File: config.mk
export PLATFORM = sky130hd
export DESIGN_NAME = maxpool_ctrl_flat
export DESIGN_NICKNAME = d
export VERILOG_FILES = /design/src/rtl/maxpool_ctrl_if.sv /design/src/rtl/maxpool_ctrl.sv /design/src/flat_wrapper.sv
export SDC_FILE = /design/constraint.sdc
export NUM_CORES = 1
export LEC_CHECK = 0
export ABC_AREA = 1
export CAP_MARGIN = 25
export CORE_ASPECT_RATIO = 0.6
export CORE_MARGIN = 5
export CORE_UTILIZATION = 58
export CTS_BUF_LIST = sky130_fd_sc_hd__clkbuf_8
export DETAILED_ROUTE_END_ITERATION = 10
export PLACE_DENSITY = 0.95
export SYNTH_ARGS = -nofsm -noshare
export SYNTH_HDL_FRONTEND = slang
export SYNTH_SLANG_ARGS = --single-unit
File: constraint.sdc
create_clock -name clk -period 9.4 [get_ports clk]
set_clock_uncertainty 0.1 [all_clocks]
set_input_delay 0.94 -clock clk [delete_from_list [all_inputs] [get_ports clk]]
set_output_delay 0.94 -clock clk [all_outputs]
set_load 0.02 [all_outputs]
File: src/rtl/maxpool_ctrl_if.sv
// Read, datapath and write ports between the 2x2 maxpool sequencer and its
// input buffer, maxpool datapath and output buffer.
interface maxpool_ctrl_if #(
    parameter int DW = 16,
    parameter int AW = 10
);
    logic                 rd_en;
    logic [AW-1:0]        rd_addr;
    logic signed [DW-1:0] rd_data;
    logic signed [DW-1:0] in1;
    logic signed [DW-1:0] in2;
    logic signed [DW-1:0] in3;
    logic signed [DW-1:0] in4;
    logic                 pool_en;
    logic signed [DW-1:0] pool_result;
    logic                 wr_en;
    logic [AW-1:0]        wr_addr;
    logic signed [DW-1:0] wr_data;
    logic                 wr_ready;

    modport master (
        output rd_en, rd_addr, in1, in2, in3, in4, pool_en, wr_en, wr_addr, wr_data,
        input  rd_data, pool_result, wr_ready
    );

    modport slave (
        input  rd_en, rd_addr, in1, in2, in3, in4, pool_en, wr_en, wr_addr, wr_data,
        output rd_data, pool_result, wr_ready
    );
endinterface

File: src/rtl/maxpool_ctrl.sv
// 2x2 max-pooling sequencer: scans the input map window by window, feeds the
// maxpool datapath and writes one pooled value per window.
// Optional fused ReLU on the written value: define MAXPOOL_CTRL_RELU_EN.
module maxpool_ctrl #(
    parameter int IMG_W = 24,
    parameter int IMG_H = 24,
    parameter int DW    = 16,
    parameter int AW    = 10
) (
    input  logic            clk,
    input  logic            rst_n,
    input  logic            start,
    maxpool_ctrl_if.master  bus,
    output logic            busy,
    output logic            done
);
    typedef enum logic [2:0] {IDLE, RD, CAP, POOL, WR, DONE} state_t;

    localparam logic [AW-1:0] OX_LAST = AW'(IMG_W / 2 - 1);
    localparam logic [AW-1:0] OY_LAST = AW'(IMG_H / 2 - 1);

    state_t               state_q, state_d;
    logic [AW-1:0]        ox_q, ox_d, oy_q, oy_d;
    logic [1:0]           rd_cnt_q, rd_cnt_d;
    logic                 pend_q, pend_d;
    logic [1:0]           pend_idx_q, pend_idx_d;
    logic                 pool_ph_q, pool_ph_d;
    logic                 rd_en_q, rd_en_d;
    logic [AW-1:0]        rd_addr_q, rd_addr_d;
    logic signed [DW-1:0] in1_q, in1_d, in2_q, in2_d, in3_q, in3_d, in4_q, in4_d;
    logic                 pool_en_q, pool_en_d;
    logic                 wr_en_q, wr_en_d;
    logic [AW-1:0]        wr_addr_q, wr_addr_d;
    logic signed [DW-1:0] wr_data_d, wr_data_q;
    logic                 busy_q, busy_d;
    logic                 done_q, done_d;

    // Input-buffer address of pixel k (0..3) of window (x, y).
    function automatic logic [AW-1:0] rd_addr_of(input logic [AW-1:0] x,
                                                  input logic [AW-1:0] y,
                                                  input logic [1:0]    k);
        logic [AW-1:0] a;
        a = (AW'(2 * IMG_W) * y) + (x << 1);
        if (k[1]) a = a + AW'(IMG_W);
        if (k[0]) a = a + AW'(1);
        return a;
    endfunction

    // Next-state and next-output computation for the window sequencer.
    always_comb begin
        state_d    = state_q;
        ox_d       = ox_q;
        oy_d       = oy_q;
        rd_cnt_d   = rd_cnt_q;
        pool_ph_d  = pool_ph_q;
        rd_en_d    = rd_en_q;
        rd_addr_d  = rd_addr_q;
        in1_d      = in1_q;
        in2_d      = in2_q;
        in3_d      = in3_q;
        in4_d      = in4_q;
        pool_en_d  = pool_en_q;
        wr_en_d    = wr_en_q;
        wr_addr_d  = wr_addr_q;
        wr_data_d  = wr_data_q;
        busy_d     = busy_q;
        done_d     = done_q;
        // A read issued this cycle returns data next cycle; remember its slot.
        pend_d     = rd_en_q;
        pend_idx_d = rd_cnt_q;

        if (pend_q) begin
            case (pend_idx_q)
                2'd0:    in1_d = bus.rd_data;
                2'd1:    in2_d = bus.rd_data;
                2'd2:    in3_d = bus.rd_data;
                default: in4_d = bus.rd_data;
            endcase
        end

        case (state_q)
            IDLE: begin
                if (start) begin
                    state_d   = RD;
                    ox_d      = '0;
                    oy_d      = '0;
                    rd_cnt_d  = '0;
                    rd_en_d   = 1'b1;
                    rd_addr_d = '0;
                    busy_d    = 1'b1;
                end
            end
            RD: begin
                if (rd_cnt_q == 2'd3) begin
                    state_d = CAP;
                    rd_en_d = 1'b0;
                end else begin
                    rd_cnt_d  = rd_cnt_q + 2'd1;
                    rd_addr_d = rd_addr_of(ox_q, oy_q, rd_cnt_q + 2'd1);
                end
            end
            CAP: begin
                state_d   = POOL;
                pool_en_d = 1'b1;
                pool_ph_d = 1'b0;
            end
            POOL: begin
                if (!pool_ph_q) begin
                    pool_ph_d = 1'b1;
                end else begin
                    state_d   = WR;
                    pool_en_d = 1'b0;
                    wr_en_d   = 1'b1;
                    wr_addr_d = (AW'(IMG_W / 2) * oy_q) + ox_q;
`ifdef MAXPOOL_CTRL_RELU_EN
                    wr_data_d = bus.pool_result[DW-1] ? '0 : bus.pool_result;
`else
                    wr_data_d = bus.pool_result;
`endif
                end
            end
            WR: begin
                if (bus.wr_ready) begin
                    wr_en_d = 1'b0;
                    if (ox_q == OX_LAST && oy_q == OY_LAST) begin
                        state_d = DONE;
                        busy_d  = 1'b0;
                        done_d  = 1'b1;
                    end else begin
                        if (ox_q == OX_LAST) begin
                            ox_d = '0;
                            oy_d = oy_q + AW'(1);
                        end else begin
                            ox_d = ox_q + AW'(1);
                        end
                        state_d   = RD;
                        rd_cnt_d  = '0;
                        rd_en_d   = 1'b1;
                        rd_addr_d = rd_addr_of(ox_d, oy_d, 2'd0);
                    end
                end
            end
            DONE: begin
                done_d  = 1'b0;
                state_d = IDLE;
            end
            default: state_d = IDLE;
        endcase
    end

    // State and registered outputs; reset discards any partial map.
    always_ff @(posedge clk or negedge rst_n) begin
        if (!rst_n) begin
            state_q    <= IDLE;
            ox_q       <= '0;
            oy_q       <= '0;
            rd_cnt_q   <= '0;
            pend_q     <= 1'b0;
            pend_idx_q <= '0;
            pool_ph_q  <= 1'b0;
            rd_en_q    <= 1'b0;
            rd_addr_q  <= '0;
            in1_q      <= '0;
            in2_q      <= '0;
            in3_q      <= '0;
            in4_q      <= '0;
            pool_en_q  <= 1'b0;
            wr_en_q    <= 1'b0;
            wr_addr_q  <= '0;
            wr_data_q  <= '0;
            busy_q     <= 1'b0;
            done_q     <= 1'b0;
        end else begin
            state_q    <= state_d;
            ox_q       <= ox_d;
            oy_q       <= oy_d;
            rd_cnt_q   <= rd_cnt_d;
            pend_q     <= pend_d;
            pend_idx_q <= pend_idx_d;
            pool_ph_q  <= pool_ph_d;
            rd_en_q    <= rd_en_d;
            rd_addr_q  <= rd_addr_d;
            in1_q      <= in1_d;
            in2_q      <= in2_d;
            in3_q      <= in3_d;
            in4_q      <= in4_d;
            pool_en_q  <= pool_en_d;
            wr_en_q    <= wr_en_d;
            wr_addr_q  <= wr_addr_d;
            wr_data_q  <= wr_data_d;
            busy_q     <= busy_d;
            done_q     <= done_d;
        end
    end

    assign bus.rd_en   = rd_en_q;
    assign bus.rd_addr = rd_addr_q;
    assign bus.in1     = in1_q;
    assign bus.in2     = in2_q;
    assign bus.in3     = in3_q;
    assign bus.in4     = in4_q;
    assign bus.pool_en = pool_en_q;
    assign bus.wr_en   = wr_en_q;
    assign bus.wr_addr = wr_addr_q;
    assign bus.wr_data = wr_data_q;
    assign busy        = busy_q;
    assign done        = done_q;
endmodule

File: src/flat_wrapper.sv
// flat-port wrapper written by rule: the top's interface ports become plain ports
module maxpool_ctrl_flat 
#(
    parameter int IMG_W = 24,
    parameter int IMG_H = 24,
    parameter int DW    = 16,
    parameter int AW    = 10
)
  (clk, rst_n, start, busy, done, bus_rd_en, bus_rd_addr, bus_in1, bus_in2, bus_in3, bus_in4, bus_pool_en, bus_wr_en, bus_wr_addr, bus_wr_data, bus_rd_data, bus_pool_result, bus_wr_ready);
  maxpool_ctrl_if #(.DW(DW), .AW(AW)) bus_i ();
  input  logic clk;
  input  logic rst_n;
  input  logic start;
  output logic busy;
  output logic done;
  output wire logic [$bits(bus_i.rd_en)-1:0] bus_rd_en;
  output wire logic [$bits(bus_i.rd_addr)-1:0] bus_rd_addr;
  output wire logic [$bits(bus_i.in1)-1:0] bus_in1;
  output wire logic [$bits(bus_i.in2)-1:0] bus_in2;
  output wire logic [$bits(bus_i.in3)-1:0] bus_in3;
  output wire logic [$bits(bus_i.in4)-1:0] bus_in4;
  output wire logic [$bits(bus_i.pool_en)-1:0] bus_pool_en;
  output wire logic [$bits(bus_i.wr_en)-1:0] bus_wr_en;
  output wire logic [$bits(bus_i.wr_addr)-1:0] bus_wr_addr;
  output wire logic [$bits(bus_i.wr_data)-1:0] bus_wr_data;
  input wire logic [$bits(bus_i.rd_data)-1:0] bus_rd_data;
  input wire logic [$bits(bus_i.pool_result)-1:0] bus_pool_result;
  input wire logic [$bits(bus_i.wr_ready)-1:0] bus_wr_ready;
  assign bus_rd_en = bus_i.rd_en;
  assign bus_rd_addr = bus_i.rd_addr;
  assign bus_in1 = bus_i.in1;
  assign bus_in2 = bus_i.in2;
  assign bus_in3 = bus_i.in3;
  assign bus_in4 = bus_i.in4;
  assign bus_pool_en = bus_i.pool_en;
  assign bus_wr_en = bus_i.wr_en;
  assign bus_wr_addr = bus_i.wr_addr;
  assign bus_wr_data = bus_i.wr_data;
  assign bus_i.rd_data = bus_rd_data;
  assign bus_i.pool_result = bus_pool_result;
  assign bus_i.wr_ready = bus_wr_ready;
  maxpool_ctrl #(.IMG_W(IMG_W), .IMG_H(IMG_H), .DW(DW), .AW(AW)) u_core (.clk(clk), .rst_n(rst_n), .start(start), .bus(bus_i), .busy(busy), .done(done));
endmodule
Word level (Yosys, flattened, before mapping)
Cells that the tools add are included.

operators by class
  add/sub/neg operators = 8
  multiply operators = 3
  equal/unequal tests = 17
  mux-type cells = 51
  bitwise logic cells = 1
  reduce and logical (&&, ||, !) cells = 22

operator list
  kind                                                   number
  2-to-1 mux 10 bit                                      20
  case mux 10 bit (2 select lines)                       2
  adder 10 x 1 -> 10 bit, second input constant          3
  adder 10 bit                                           3
  case mux 10 bit (3 select lines)                       1
  == test 10 x 4 -> 1 bit, second input constant         2
  multiplier 2 x 10 -> 6 bit, first input constant       2
  2-to-1 mux 3 bit                                       5
  case mux 3 bit (5 select lines)                        1
  AND reduction 2 bit                                    6
  AND reduction 4 bit                                    3
  2-to-1 mux 1 bit                                       11
  adder 10 x 5 -> 10 bit, second input constant          1
  multiplier 2 x 10 -> 8 bit, first input constant       1
  case mux 1 bit (2 select lines)                        5
  AND reduction 5 bit                                    2
  2-to-1 mux 2 bit                                       4
  inequality test 2 bit, second input constant           4
  nonzero test 2 bit                                     4
  == test 3 x 2 -> 1 bit, second input constant          2
  == test 3 bit, second input constant                   2
  inequality test 2 x 1 -> 1 bit, second input constant  3
  case mux 2 bit (3 select lines)                        1
  AND reduction 3 bit                                    2
  other kinds (11)                                       12

storage, ports and cells
  register bits after elaboration = 134
  bits of input ports = 36
  output and inout bits = 105
  word-level logic and storage cells = 121

Logic depth before layout (Yosys ltp)
  depth after elaboration = 10
  gate-level depth with buffers = 26
  mapped depth without buffers = 26

Worst setup path after synthesis
No wires, ideal clock.

  kind = register to register
  start point = reg u_core.ox_q[0]
  end point = reg u_core.rd_addr_q[9] (netlist: u_core.bus.rd_addr[9])
  setup time = 0.073 ns
  arrival time = 2.944 ns
  required time = 9.227 ns
  slack = 6.283 ns
  cell stages (with the launch flop) = 21
  buffers on the path = 0
  clock period less this slack = 3.117 ns
  path through = dfrtp_1 > ha_1 > nand3_4 > nor2_4 > nand2_4 > nor3b_1 > xor2_1 > inv_1 > ha_1 > a31oi_1 > xnor2_1 > ha_1 > nand2_1 > nand2_1 > inv_1 > nand2_1 > nand2_1 > inv_1 > nand3_1 > nand3_1 > a21oi_2

on the way
  longest elaborated chain between the ends = 10
  elaborated cells on any way between the ends = 26
  classes of those cells = 5 x add/sub; 1 x mul; 2 x eq/ne; 16 x mux; 2 x reduce/logical

ends and longest elaborated chain
  element                           RTL line                                  source
  start, declared                   maxpool_ctrl.sv:23                        logic [AW-1:0] ox_q, ox_d, oy_q, oy_d;
  start signal, assigned            maxpool_ctrl.sv:155                       ox_q <= '0;
  start signal, assigned            maxpool_ctrl.sv:175                       ox_q <= ox_d;
  == test 10 x 4 -> 1 bit           maxpool_ctrl.sv:125, maxpool_ctrl.sv:130
  2-to-1 mux 10 bit                 maxpool_ctrl.sv:130                       if (ox_q == OX_LAST) begin
  2-to-1 mux 10 bit                 maxpool_ctrl.sv:125                       if (ox_q == OX_LAST && oy_q == OY_LAST) begin
  2-to-1 mux 10 bit                 maxpool_ctrl.sv:123                       if (bus.wr_ready) begin
  2-to-1 mux 10 bit                 maxpool_ctrl.sv:81                        case (state_q)
  multiplier 2 x 10 -> 6 bit        maxpool_ctrl.sv:43                        a = (AW'(2 * IMG_W) * y) + (x << 1);
  adder 10 bit                      maxpool_ctrl.sv:43
  2-to-1 mux 10 bit                 maxpool_ctrl.sv:125
  2-to-1 mux 10 bit                 maxpool_ctrl.sv:123
  case mux 10 bit (3 select lines)  maxpool_ctrl.sv:81
  end signal, assigned              maxpool_ctrl.sv:182                       rd_addr_q <= rd_addr_d;
  end, declared                     maxpool_ctrl.sv:29                        logic [AW-1:0] rd_addr_q, rd_addr_d;

Several ways; a longest one is shown, not always the timed one. The select of a mux whose other input is x is not followed.
A chain may end at the register's enable or synchronous reset.

Worst setup path in the final report
Same ends and word-level chain as after synthesis.

==> metrics <==
worst setup path class=flop to flop; Max Freq=279 MHz; DRC viols=0; Vias=6,219; mapped cell area=0.00692 sq mm; post-route ant nets=0; crit share post-route=0.382; ratio of cells with drive above 1 in the final layout=0.0842; DRT Pass-1 Iters=7; die height=94.6 um; routed vias/inst=5.54; top cells by area, synth=dfrtp_1 (48%), nand2_1 (12%), o21ai_0 (7.4%); PostCTS Resize Cnt=0; Yosys warnings=0; crit start category=flop; htree depth=4; most common cell after layout, fill and taps aside=nand2_1; Seq/Total Area, Yosys=0.485; vias in the first global route=6,086; Hold Buf Count CTS=0; Worst setup EP type=flop; most used cell, CP=nand2_1; unrepaired setup endpoints after global routing=no; post-layout util=0.770; post-CTS setup buffers=0; Core Region=0.0115 sq mm; DRT iter0 DRCs=603; largest net degree at the start of global routing=72; Pleak=4.44 nW; setup TNS=0 ns; max incr delay on CP=0.46 ns; dpl hpwl=14,900 um; CP top delay family=simple AND/OR/NAND/NOR gates; RePlAce Congestion=1.06; CTS tree=yes; worst path bufs/invs=3; max_slew headroom=0.343; root buffer selected by CTS=clkbuf_8; register clock-pin slew on the reported worst setup and hold paths=0.08 ns; Avg WL per Cell=17.9 um; Worst-Skew Late Latency=0.45 ns; post-route cell area=0.00884 sq mm; Synth area leader=dfrtp_1; IO buf count=140; Site Rows=30; total power=2.77 mW; net total in the final layout=1,023; number of synthesized register bits=134; TritonCTS buffer count=17; Layout area overhead=27.9%; cells along the critical path=ha_1 -> nand3_4 -> nor2_4 -> nand2_4 -> nor3b_1 -> xor2_1 -> inv_1 -> ha_1 -> a31oi_1 -> xnor2_1 -> ha_1 -> nand2_1 -> nand2_1 -> inv_1 -> nand2_1 -> nand2_1 -> inv_1 -> nand3_1 -> nand3_1 -> a21oi_2; Synthesized Nets=881; remaining global-route overflow=0; n_diodes=0; status=complete, no violations; power density cells=314 mW/mm^2; dpl cell area=0.00843 sq mm; final setup fails=0; clk sinks=134; class of the worst hold path=flop to flop; commonest cells after routing, fill and taps aside=nand2_1 (225), clkdlybuf4s50_1 (139), dfrtp_1 (134); Slowest-stage cell, CP=dfrtp_1; crit path DAT=3.87 ns; GRT Overall Usage=0.285; Synth Area per Inst=8.57 sq um; Worst Path Max Fanout=7; DIE AREA=0.0143 sq mm; Final Critical Period=3.59 ns; max-slew violation count=0; max_cap viols=0; slew at the pin closest to its max-slew limit=0.983 ns; share of the synthesized area in the top cell type=0.485; Distinct cells, synth=49; Top-Level Pins=141; final hold vios=0; Clock Path Buffers=2; peak supply drop=0.163 mV; Mapped Cells=807; Crit path required time=9.68 ns; first-pass GRT wire length=31,400 um; Die W=151 um; Starting Density=0.602; WL final=20,100 um; initial antenna violation count=0
cells in the mapped netlist (all sizes together):
master / n
a21o: 3
nand3b: 1
a31oi: 4
clkbuf: 14
xor2: 12
a2111oi: 1
nand2b: 1
nand2: 239
buf: 7
nor2: 39
ha: 34
a21oi: 26
clkinv: 1
o22ai: 11
nor4: 2
nand4: 3
dfrtp: 134
fa: 4
o22a: 1
inv: 97
or2: 5
o21a: 2
nand3: 37
nor3: 8
xnor2: 9
a32o: 1
o21ai: 107
a22oi: 1
o21bai: 1
nor3b: 2
cell type report:
type	count	area, sq um
clock buffers	18	248
clock inverters	14	133
fillers	731	2640
inverters	98	373
multi-input cells	554	3090
flip-flops and latches	134	3350
well taps	160	200
repair buffers	144	1450
where the power goes:
part / switching [mW] / internal (mW) / leakage [nW]
registers: 0.153 / 0.816 / 1.68
logic: 0.796 / 0.545 / 2.57
clock network: 0.262 / 0.202 / 0.190
total: 1.21 / 1.56 / 4.44
sequential cells by signal, summed over array words and instances, names as in the netlist:
name / count
u_core.bus.in1: 16
u_core.bus.in2: 16
u_core.bus.in3: 16
u_core.bus.in4: 16
u_core.bus.pool_en: 1
u_core.bus.rd_addr: 10
u_core.bus.rd_en: 1
u_core.bus.wr_addr: 10
u_core.bus.wr_data: 16
u_core.bus.wr_en: 1
u_core.busy: 1
u_core.done: 1
u_core.ox_q: 10
u_core.oy_q: 10
u_core.pend_idx_d: 2
u_core.pend_idx_q: 2
u_core.pend_q: 1
u_core.pool_ph_q: 1
u_core.state_q: 3
path summary, 6_finish.rpt:
kind / start / to / slack [ns] / cells past startpoint
min: u_core.pend_idx_d[1]$_DFFE_PN0P_ / u_core.pend_idx_q[1]$_DFF_PN0_ / 0.35 / 0
max: u_core.ox_q[0]$_DFFE_PN0P_ / u_core.bus.rd_addr[9]$_DFFE_PN0P_ / 5.81 / 20
max in group asynchronous: rst_n / u_core.bus.wr_addr[3]$_DFFE_PN0P_ / 7.48 / 2
max reg2reg: u_core.ox_q[0]$_DFFE_PN0P_ / u_core.bus.rd_addr[9]$_DFFE_PN0P_ / 5.81 / 20
min in group asynchronous: rst_n / u_core.bus.rd_addr[7]$_DFFE_PN0P_ / 0.38 / 1
min reg2reg: u_core.pend_idx_d[1]$_DFFE_PN0P_ / u_core.pend_idx_q[1]$_DFF_PN0_ / 0.35 / 0
through the flow:
stage	cells	setup WS [ns]	hold WS, ns
after detailed placement	1088	5.86	0.318
final	1122	5.81	0.346
after floorplan	807	6.28	0.278
after CTS	1120	5.83	0.337
after global routing	1122	5.58	0.360
after global placement	1088	6.09	0.299
per-layer routing:
layer / vias to the layer above / part of all wire / GRT usage
met5: - / 0 / 0
met4: 0 / 0.019 / 0.0837
met3: 32 / 0.12 / 0.103
met2: 339 / 0.42 / 0.417
met1: 2951 / 0.44 / 0.401
li1: 2897 / - / -
cells by family (layout without fill, tap and decap cells):
| family | count (synthesis) | in the layout | share of synthesized area |
|---|---|---|---|
| AO/OA/AOI/OAI | 158 | 158 | 0.124 |
| XOR/XNOR | 21 | 21 | 0.0266 |
| adder cells (fa/ha/maj) | 38 | 38 | 0.0731 |
| buffers and inverters | 119 | 274 | 0.0682 |
| flip-flops | 134 | 134 | 0.485 |
| AND/OR/NAND/NOR | 337 | 337 | 0.223 |
worst register-to-register path, delay by kind of cell, from the launching register on:
kind,cells,cell delay (ns)
AO/OA/AOI/OAI,2,0.35
XOR/XNOR,2,0.39
adder cells (fa/ha/maj),3,0.92
buffers and inverters,3,0.19
flip-flops,1,0.46
AND/OR/NAND/NOR,10,1.14
Power figures use the tool's default switching activity.
